`config.mk`:
```
export PLATFORM = sky130hd
export DESIGN_NAME = count_display
export DESIGN_NICKNAME = d
export VERILOG_FILES = /design/src/rtl/count_display.sv
export SDC_FILE = /design/constraint.sdc
export NUM_CORES = 1
export LEC_CHECK = 0
export ABC_CLOCK_PERIOD_IN_PS = 2000
export BUFFER_PORTS_ARGS = -buffer_cell sky130_fd_sc_hd__buf_2
export CAP_MARGIN = 40
export CORE_MARGIN = 2
export CORE_UTILIZATION = 35
export CTS_CLUSTER_SIZE = 12
export DETAILED_ROUTE_END_ITERATION = 10
export GPL_TIMING_DRIVEN = 0
export HOLD_SLACK_MARGIN = 0.15
export PLACE_DENSITY = 0.63
export SKIP_LAST_GASP = 1
export SYNTH_ARGS = -nofsm -noshare
export SYNTH_HDL_FRONTEND = slang
export SYNTH_SLANG_ARGS = --single-unit
```
`constraint.sdc`:
```
create_clock -name clk -period 2 [get_ports clk]
set_input_delay 0.1 -clock clk [delete_from_list [all_inputs] [get_ports clk]]
set_output_delay 0.1 -clock clk [all_outputs]
set_load 0.02 [all_outputs]
```
`src/rtl/count_display.sv`:
```
// Captures the 8-bit counter on a strobe and converts it to BCD with a sequential
// double-dabble engine; drives three 7-segment displays only once a value is fully converted.
//
//   state | meaning
//   IDLE  | waiting for sample or a pending request
//   SHIFT | one add-3/shift iteration per clock, 8 in total
//   DONE  | commit converted value to bcd/hex, pulse done
module count_display #(
    parameter int BLANK_LEADING  = 1,
    parameter int SEG_ACTIVE_LOW = 1
) (
    input  logic       clk,
    input  logic       reset,
    input  logic [7:0] count,
    input  logic       sample,
    output logic [6:0] hex0,
    output logic [6:0] hex1,
    output logic [6:0] hex2,
    output logic [11:0] bcd,
    output logic       busy,
    output logic       done
);

    typedef enum logic [1:0] {IDLE, SHIFT, DONE} state_t;

    state_t      state;
    state_t      state_nxt;
    logic [19:0] shreg;
    logic [2:0]  it;
    logic        pending;
    logic        load;
    logic        shift_en;
    logic        commit;

    function automatic logic [19:0] dabble_step(input logic [19:0] s);
        logic [19:0] r;
        r = s;
        for (int i = 0; i < 3; i++) begin
            if (r[8+4*i +: 4] >= 4'd5)
                r[8+4*i +: 4] = r[8+4*i +: 4] + 4'd3;
        end
        return {r[18:0], 1'b0};
    endfunction

    // Active-low code table, then flipped for active-high boards.
    function automatic logic [6:0] seg_code(input logic [3:0] d, input logic blank);
        logic [6:0] c;
        if (blank) c = 7'b1111111;
        else begin
            case (d)
                4'd0:    c = 7'b1000000;
                4'd1:    c = 7'b1111001;
                4'd2:    c = 7'b0100100;
                4'd3:    c = 7'b0110000;
                4'd4:    c = 7'b0011001;
                4'd5:    c = 7'b0010010;
                4'd6:    c = 7'b0000010;
                4'd7:    c = 7'b1111000;
                4'd8:    c = 7'b0000000;
                4'd9:    c = 7'b0010000;
                default: c = 7'b1111111;
            endcase
        end
        return (SEG_ACTIVE_LOW != 0) ? c : ~c;
    endfunction

    always_ff @(posedge clk or negedge reset) begin
        if (!reset) state <= IDLE;
        else        state <= state_nxt;
    end

    always_comb begin
        state_nxt = state;
        case (state)
            IDLE:    if (sample || pending) state_nxt = SHIFT;
            SHIFT:   if (it == 3'd7) state_nxt = DONE;
            DONE:    state_nxt = IDLE;
            default: state_nxt = IDLE;
        endcase
    end

    always_comb begin
        load     = (state == IDLE) && (sample || pending);
        shift_en = (state == SHIFT);
        commit   = (state == DONE);
        busy     = (state != IDLE);
    end

    always_ff @(posedge clk or negedge reset) begin
        if (!reset) begin
            shreg   <= '0;
            it      <= '0;
            pending <= 1'b0;
        end else begin
            if (load) begin
                shreg <= {12'b0, count};
                it    <= 3'd0;
            end else if (shift_en) begin
                shreg <= dabble_step(shreg);
                it    <= it + 3'd1;
            end
            // Strobes during a conversion collapse into a single follow-up request.
            if (load)              pending <= 1'b0;
            else if (busy && sample) pending <= 1'b1;
        end
    end

    logic blank_h;
    logic blank_t;
    assign blank_h = (BLANK_LEADING != 0) && (shreg[19:16] == 4'd0);
    assign blank_t = blank_h && (shreg[15:12] == 4'd0);

    always_ff @(posedge clk or negedge reset) begin
        if (!reset) begin
            bcd  <= 12'h000;
            done <= 1'b0;
            hex0 <= seg_code(4'd0, 1'b0);
            hex1 <= seg_code(4'd0, BLANK_LEADING != 0);
            hex2 <= seg_code(4'd0, BLANK_LEADING != 0);
        end else begin
            done <= commit;
            if (commit) begin
                bcd  <= shreg[19:8];
                hex0 <= seg_code(shreg[11:8], 1'b0);
                hex1 <= seg_code(shreg[15:12], blank_t);
                hex2 <= seg_code(shreg[19:16], blank_h);
            end
        end
    end

endmodule
```
==> flow_summary_export.csv, run 1 <==
group,metric,value,unit
outcome,status,"finished clean",
setup_path,worstPathMaxFanout,8,
logic_synthesis,async_flop_share,100,%
setup_path,r2r_cells,6,
global_route,grt_overflow_total,0,
logic_synthesis,synth_area,0.00302,mm2
global_route,first_global_vias,2457,
logic_synthesis,post-synth-top-count-cell,"nand2_1",
flow_run,drv_cap,0,
final_layout,area_growth,21.4,%
placed_design,portBuffers,45,
setup_path,cp.buffers_inverters,1,
power,p_leak,1.72,nW
clock_tree,root_buffer,"clkbuf_8",
logic_synthesis,yosys_register_bits,60,
detailed_routing,vias,2471,
final_layout,fin_nets,410,
logic_synthesis,postSynthCellCount,312,
logic_synthesis,ys_seq_area_share,50.4,%
global_route,grt_max_degree,36,
floorplan,num_rows,33,
timing,hold_viol,0,
final_layout,n_antenna_cell,0,
timing,final-setup-viol-count,0,
setup_path,crit_path_end_kind,"register",
timing,relSlewSlack,60.3,%
logic_synthesis,synth_top_area_share,37.3,%
detailed_routing,dr.pass1.iters,4,
global_route,antenna_found_initial,0,
floorplan,initial_utilization,36.4,%
floorplan,io_pins,46,
setup_path,path_delay_family,"flip-flops",
logic_synthesis,synth_area_leaders,"dfrtp_1, dfstp_2, ha_1",
clock_tree,clock_latency,0.34,ns
detailed_routing,drc_errors,0,
clock_tree,clk_pin_slew_worst_paths,0.07,ns
final_layout,drive_gt1_share,25.3,%
final_layout,multiInputGateArea,0.00134,mm2
logic_synthesis,synth_cell_types,37,
power,ir_drop,0.628,mV
floorplan,die_w,96.9,um
clock_tree,cts.sinks,60,
final_layout,fillers,820,
setup_path,cp.required,2.28,ns
timing,slew_violations,0,
logic_synthesis,ys.flop_type,"dfrtp_1",
detailed_routing,first_iter_violations,91,
logic_synthesis,synth_edf_count,0,
clock_tree,cts_buffers,9,
clock_tree,postCtsSetupBuffers,0,
floorplan,die-area,0.00938,mm2
setup_path,critical_path_depth,6,
timing,tightest_slew,0.592,ns
timing,post-route-min-period,1.73,ns
timing,fin_worst_skew,0.00712,ns
timing,grt_setup_unrepaired,"false",
floorplan,core_area,0.00830,mm2
detailed_routing,finalWirelength,6880,um
logic_synthesis,synth_top_cell_by_area,"dfrtp_1",
setup_path,cpPeakStageDelay,0.49,ns
clock_tree,cts_tree,"yes",
setup_path,arrival,2.01,ns
timing,fin_setup_tns,0,ns
placed_design,place_hpwl,4820,um
timing,fin_crit_sh,86.6,%
global_route,track_usage,15.5,%
setup_path,startpoint_type,"register",
power,power_density,1660,mW/mm2
logic_synthesis,syn-num-nets,343,
clock_tree,clockBufferDepth,2,
timing,max_freq,0.578,GHz
setup_path,cp_slowest_cell,"dfrtp_1",
placed_design,place_congestion,0.851,
setup_path,cp_cell_sequence,"inv_1 > ha_1 > nand2b_1 > a21oi_1 > mux2i_1 > a22o_1",
timing,fin_hold_ws,0.288,ns
setup_path,criticalPathCategory,"reg -> reg",
min_path,hold_class,"in -> async",
detailed_routing,wl_per_cell,14.1,um
clock_tree,h-tree-depth,3,
final_layout,seqCellArea,0.00152,mm2
logic_synthesis,ys_warn_count,0,
floorplan,die_h,96.9,um
detailed_routing,drtAntennaViolNets,0,
logic_synthesis,synthTopCellsByCount,"nand2_1, dfrtp_1, o21ai_0",
global_route,grt_pass1_wl,11900,um
logic_synthesis,syn-mean-instance-area,9.68,um2
detailed_routing,vias_per_cell,5.05,
[layout by cell type, fill, tap and decap left out, types with 4 or more instances in the layout]
cell type and instances:
nor3_1 5, nor2_1 20, a22oi_1 7, dfstp_2 15
mux2i_1 5, clkbuf_8 10, a21oi_1 21, inv_1 13
xnor2_1 4, buf_2 55, nand2_1 55, o22ai_1 4
clkinv_2 4, ha_1 20, buf_4 5, o21ai_0 26
o21ai_1 8, dfrtp_1 45, dlygate4sd3_1 10, nand2b_1 6
o22a_1 8, o31ai_1 7
[routing by layer]
metal	vias to the layer above	GRT usage (%)	part of all wire (%)
met3	7	5.64	5.8
met2	70	24.3	46
met5	-	0	0
met1	1186	20.6	47
li1	1208	-	-
met4	0	3.90	1.1
[layout make-up]
class                   count  share of cell area, %
flip-flops and latches     60                   41.5
plain buffers              18                   2.90
clock buffers              11                   3.86
clock inverters             5                  0.751
multi-input cells         220                   36.6
well taps                 105                   3.58
inverters                  14                   1.43
repair buffers             56                   9.42
[cells by family after synthesis]
family          count (synthesis)  synth area share, %
flops                          60                 50.4
simple gates                   96                 13.8
fa+ha+maj                      20                 8.29
buf+inv                        32                 5.26
mux                             6                 2.03
compound gates                 94                 19.1
xor+xnor                        4                 1.16
[sequential cells by signal, indices dropped and copies added (netlist names)]
register  flops
bcd          12
state         2
done          1
hex1          7
shreg        20
hex2          7
pending       1
it            3
hex0          7
[final timing paths]
check / startpoint / to / slack [ns]
min reg2reg: bcd[7] / bcd[7] / 0.47
min in group clk: bcd[7] / bcd[7] / 0.47
max: shreg[9] / shreg[10] / 0.27
max reg2reg: shreg[9] / shreg[10] / 0.27
max in group asynchronous: reset / hex0[6] / 1.06
min: reset / shreg[5] / 0.29
[where the power goes]
part	internal (W)	leakage [nW]	switching, W
logic	0.00117	0.922	0.00180
registers	0.00182	0.706	0.000353
clock network	0.000474	0.0889	0.000473
[metrics by stage]
step / area (um2) / setup WS (ns) / total power [W] / utilization, % / cells
floorplan: 3020 / 0.505 / 0.00431 / - / 312
CTS: 3660 / 0.272 / 0.00614 / 44.2 / 489
finish: 3660 / 0.269 / 0.00608 / 44.2 / 489
global route: 3660 / 0.131 / 0.00661 / 44.2 / 489
global placement: 3380 / 0.319 / 0.00508 / 40.7 / 462
detailed placement: 3400 / 0.288 / 0.00516 / 40.9 / 463
[what timing repair did]
action,4_1_cts,5_1_grt
hold buffers,10,0
endpoints found under the hold margin,35,0
gates resized for setup,0,0
Note: power is estimated with default switching activity, not from simulation.
==> inputs of run 2 (changes only) <==
ABC_AREA = 1   (was not set)
PLACE_DENSITY = 0.62   (was 0.63)
==> flow_summary_export.csv, run 2 <==
group,metric,value,unit
clock_tree,clock_latency,0.35,ns
setup_path,startpoint_type,"register",
detailed_routing,drc_errors,0,
logic_synthesis,ys_warn_count,0,
logic_synthesis,synth_cell_types,27,
placed_design,place_inst,527,
logic_synthesis,synthTopCellsByCount,"nand2_1, dfrtp_1, nor2_1",
floorplan,die_w,97.8,um
final_layout,largest_reg_flops,20,
final_layout,fin_nets,471,
setup_path,crit_path_end_kind,"register",
logic_synthesis,ys.flop_type,"dfrtp_1",
timing,grt_setup_unrepaired,"false",
global_route,grt_max_degree,38,
logic_synthesis,synth_area,0.00308,mm2
logic_synthesis,syn-num-nets,404,
timing,relSlewSlack,60.7,%
power,p_switching,0.00305,W
power,clkPwrFrac,16.6,%
setup_path,criticalPathCategory,"reg -> reg",
logic_synthesis,synth_edf_count,0,
timing,fin_crit_sh,88.0,%
logic_synthesis,async_flop_share,100,%
clock_tree,root_buffer,"clkbuf_8",
placed_design,place_congestion,0.912,
clock_tree,cts_tree,"yes",
clock_tree,cts_resized,0,
logic_synthesis,syn-mean-instance-area,8.25,um2
outcome,status,"finished clean",
floorplan,io_pins,46,
setup_path,cp-startpoint,"shreg[12]",
clock_tree,cts.sinks,60,
setup_path,rr_endpoint,"shreg[13]",
detailed_routing,wl_per_cell,13.1,um
logic_synthesis,synth_top_cell_by_area,"dfrtp_1",
timing,hold_viol,0,
final_layout,final_cells,553,
final_layout,mostFrequentLayoutCells,"nand2_1, buf_2, nor2_1, dfrtp_1",
final_layout,area_growth,22.2,%
setup_path,cpPeakStageDelay,0.45,ns
setup_path,path_delay_family,"flip-flops",
clock_tree,clk_pin_slew_worst_paths,0.07,ns
timing,fin_worst_skew,0.00626,ns
power,power_density,1800,mW/mm2
logic_synthesis,post-synth-top-count-cell,"nand2_1",
logic_synthesis,yosys_register_bits,60,
setup_path,critical_path_depth,8,
floorplan,num_rows,34,
timing,final-setup-viol-count,0,
logic_synthesis,synth_area_leaders,"dfrtp_1, dfstp_2, nand2_1",
setup_path,cpMostUsedCell,"nand2_1",
setup_path,cp.required,2.29,ns
setup_path,crit_path_end,"shreg[13]",
power,sw_frac_of_total,45.0,%
detailed_routing,vias_per_cell,4.89,
detailed_routing,dr.pass1.iters,4,
timing,tightest_slew,0.589,ns
final_layout,mostFrequentLayoutCell,"nand2_1",
logic_synthesis,ys_seq_area_share,49.4,%
floorplan,die_h,97.8,um
floorplan,initial_utilization,35.6,%
setup_path,worstPathMaxFanout,7,
timing,post-route-min-period,1.76,ns
placed_design,portBuffers,45,
global_route,grt_pass1_wl,12400,um
power,p_leak,1.92,nW
final_layout,top_register,"shreg",
power,power_frac_comb,49.4,%
logic_synthesis,postSynthCellCount,373,
placed_design,placed_area,0.00346,mm2
setup_path,rrSetupSlack,0.24,ns
setup_path,cp_cell_sequence,"inv_1 > ha_1 > inv_1 > o21ai_0 > nand2_1 > nand2_1 > nand3_1 > nand2_1",
timing,fin_setup_tns,0,ns
final_layout,fin_area,0.00376,mm2
power,seqPwrFrac,34.0,%
final_layout,largestRegisters,"shreg x20, bcd x12",
placed_design,place_hpwl,5010,um
logic_synthesis,synth_top_area_share,36.6,%
final_layout,drive_gt1_share,22.9,%
timing,max_freq,0.568,GHz
power,p_int,0.00373,W
detailed_routing,finalWirelength,7250,um
clock_tree,clockBufferDepth,2,
global_route,grt_overflow_total,0,
global_route,first_global_vias,2634,
setup_path,regToRegStartpoint,"shreg[12]",
setup_path,r2r_cells,8,
min_path,hold_class,"in -> async",
final_layout,n_antenna_cell,0,
setup_path,cp.buffers_inverters,2,
detailed_routing,drtAntennaViolNets,0,
power,ir_drop,0.636,mV
clock_tree,h-tree-depth,3,
floorplan,die-area,0.00956,mm2
clock_tree,cts_buffers,9,
global_route,track_usage,16.2,%
floorplan,core_area,0.00864,mm2
detailed_routing,vias,2703,
setup_path,cp_slowest_cell,"dfrtp_1",
global_route,antenna_found_initial,0,
timing,slew_violations,0,
setup_path,arrival,2.05,ns
flow_run,drv_cap,0,
detailed_routing,first_iter_violations,121,
run 2: cell families after synthesis:
kind of cell / Yosys count / share of synthesized area (%)
flip-flops: 60 / 49.4
AND/OR/NAND/NOR: 195 / 26.4
buffers and inverters: 41 / 6.14
AO/OA/AOI/OAI: 57 / 9.88
adder cells (fa/ha/maj): 20 / 8.13
run 2: power by group through the flow:
stage / clock network [W] / logic [W] / registers [W]
global placement: 0 / 0.00328 / 0.00230
floorplan: 0 / 0.00203 / 0.00269
detailed placement: 0 / 0.00334 / 0.00233
CTS: 0.00116 / 0.00338 / 0.00231
finish: 0.00113 / 0.00335 / 0.00230
global route: 0.00122 / 0.00381 / 0.00239
run 2: stage by stage:
| stage | setup WS, ns | power, W | hold slack, ns | utilization (%) |
|---|---|---|---|---|
| finish | 0.239 | 0.00678 | 0.285 | 43.5 |
| CTS | 0.284 | 0.00685 | 0.288 | 43.5 |
| floorplan | 0.591 | 0.00472 | -0.196 | - |
| detailed placement | 0.311 | 0.00567 | 0.131 | 40.0 |
| global route | 0.109 | 0.00742 | 0.319 | 43.5 |
| global placement | 0.332 | 0.00559 | 0.310 | 39.8 |
run 2: routing by layer:
layer	vias up	wire, um	part of all wire (%)	track usage, %
met2	65	3560	49	27.2
met5	-	0	0	0
li1	1336	-	-	-
met3	10	387	5.3	5.30
met4	0	82	1.1	5.56
met1	1292	3220	44	19.8
run 2: cell type report:
type	instances	area, um2
inverters	28	108
well taps	108	135
clock buffers	11	151
fillers	909	4880
plain buffers	13	81.3
repair buffers	56	345
flip-flops and latches	60	1520
clock inverters	5	50.0
multi-input cells	272	1370
run 2: worst reg2reg max path, delay by kind of cell, from the launching register on:
kind | cells | cell delay (ns)
fa+ha+maj | 1 | 0.24
buf+inv | 2 | 0.28
flops | 1 | 0.45
compound gates | 1 | 0.36
simple gates | 4 | 0.38
run 2: worst min path at each step:
| stage | startpoint | to | depth (start not counted) |
|---|---|---|---|
| after floorplan | reset | bcd[0] | 0 |
| after global placement | count[0] | shreg[0] | 3 |
| after detailed placement | reset | hex0[1] | 1 |
| after CTS | reset | bcd[6] | 2 |
| after global routing | reset | hex0[2] | 2 |
| final | reset | hex0[2] | 2 |
run 2: what timing repair did:
action | CTS | global route
endpoints found under the hold margin | 33 | 0
endpoints found under the setup margin | 0 | 0
buffers inserted | 0 | 0
hold buffers | 10 | 0
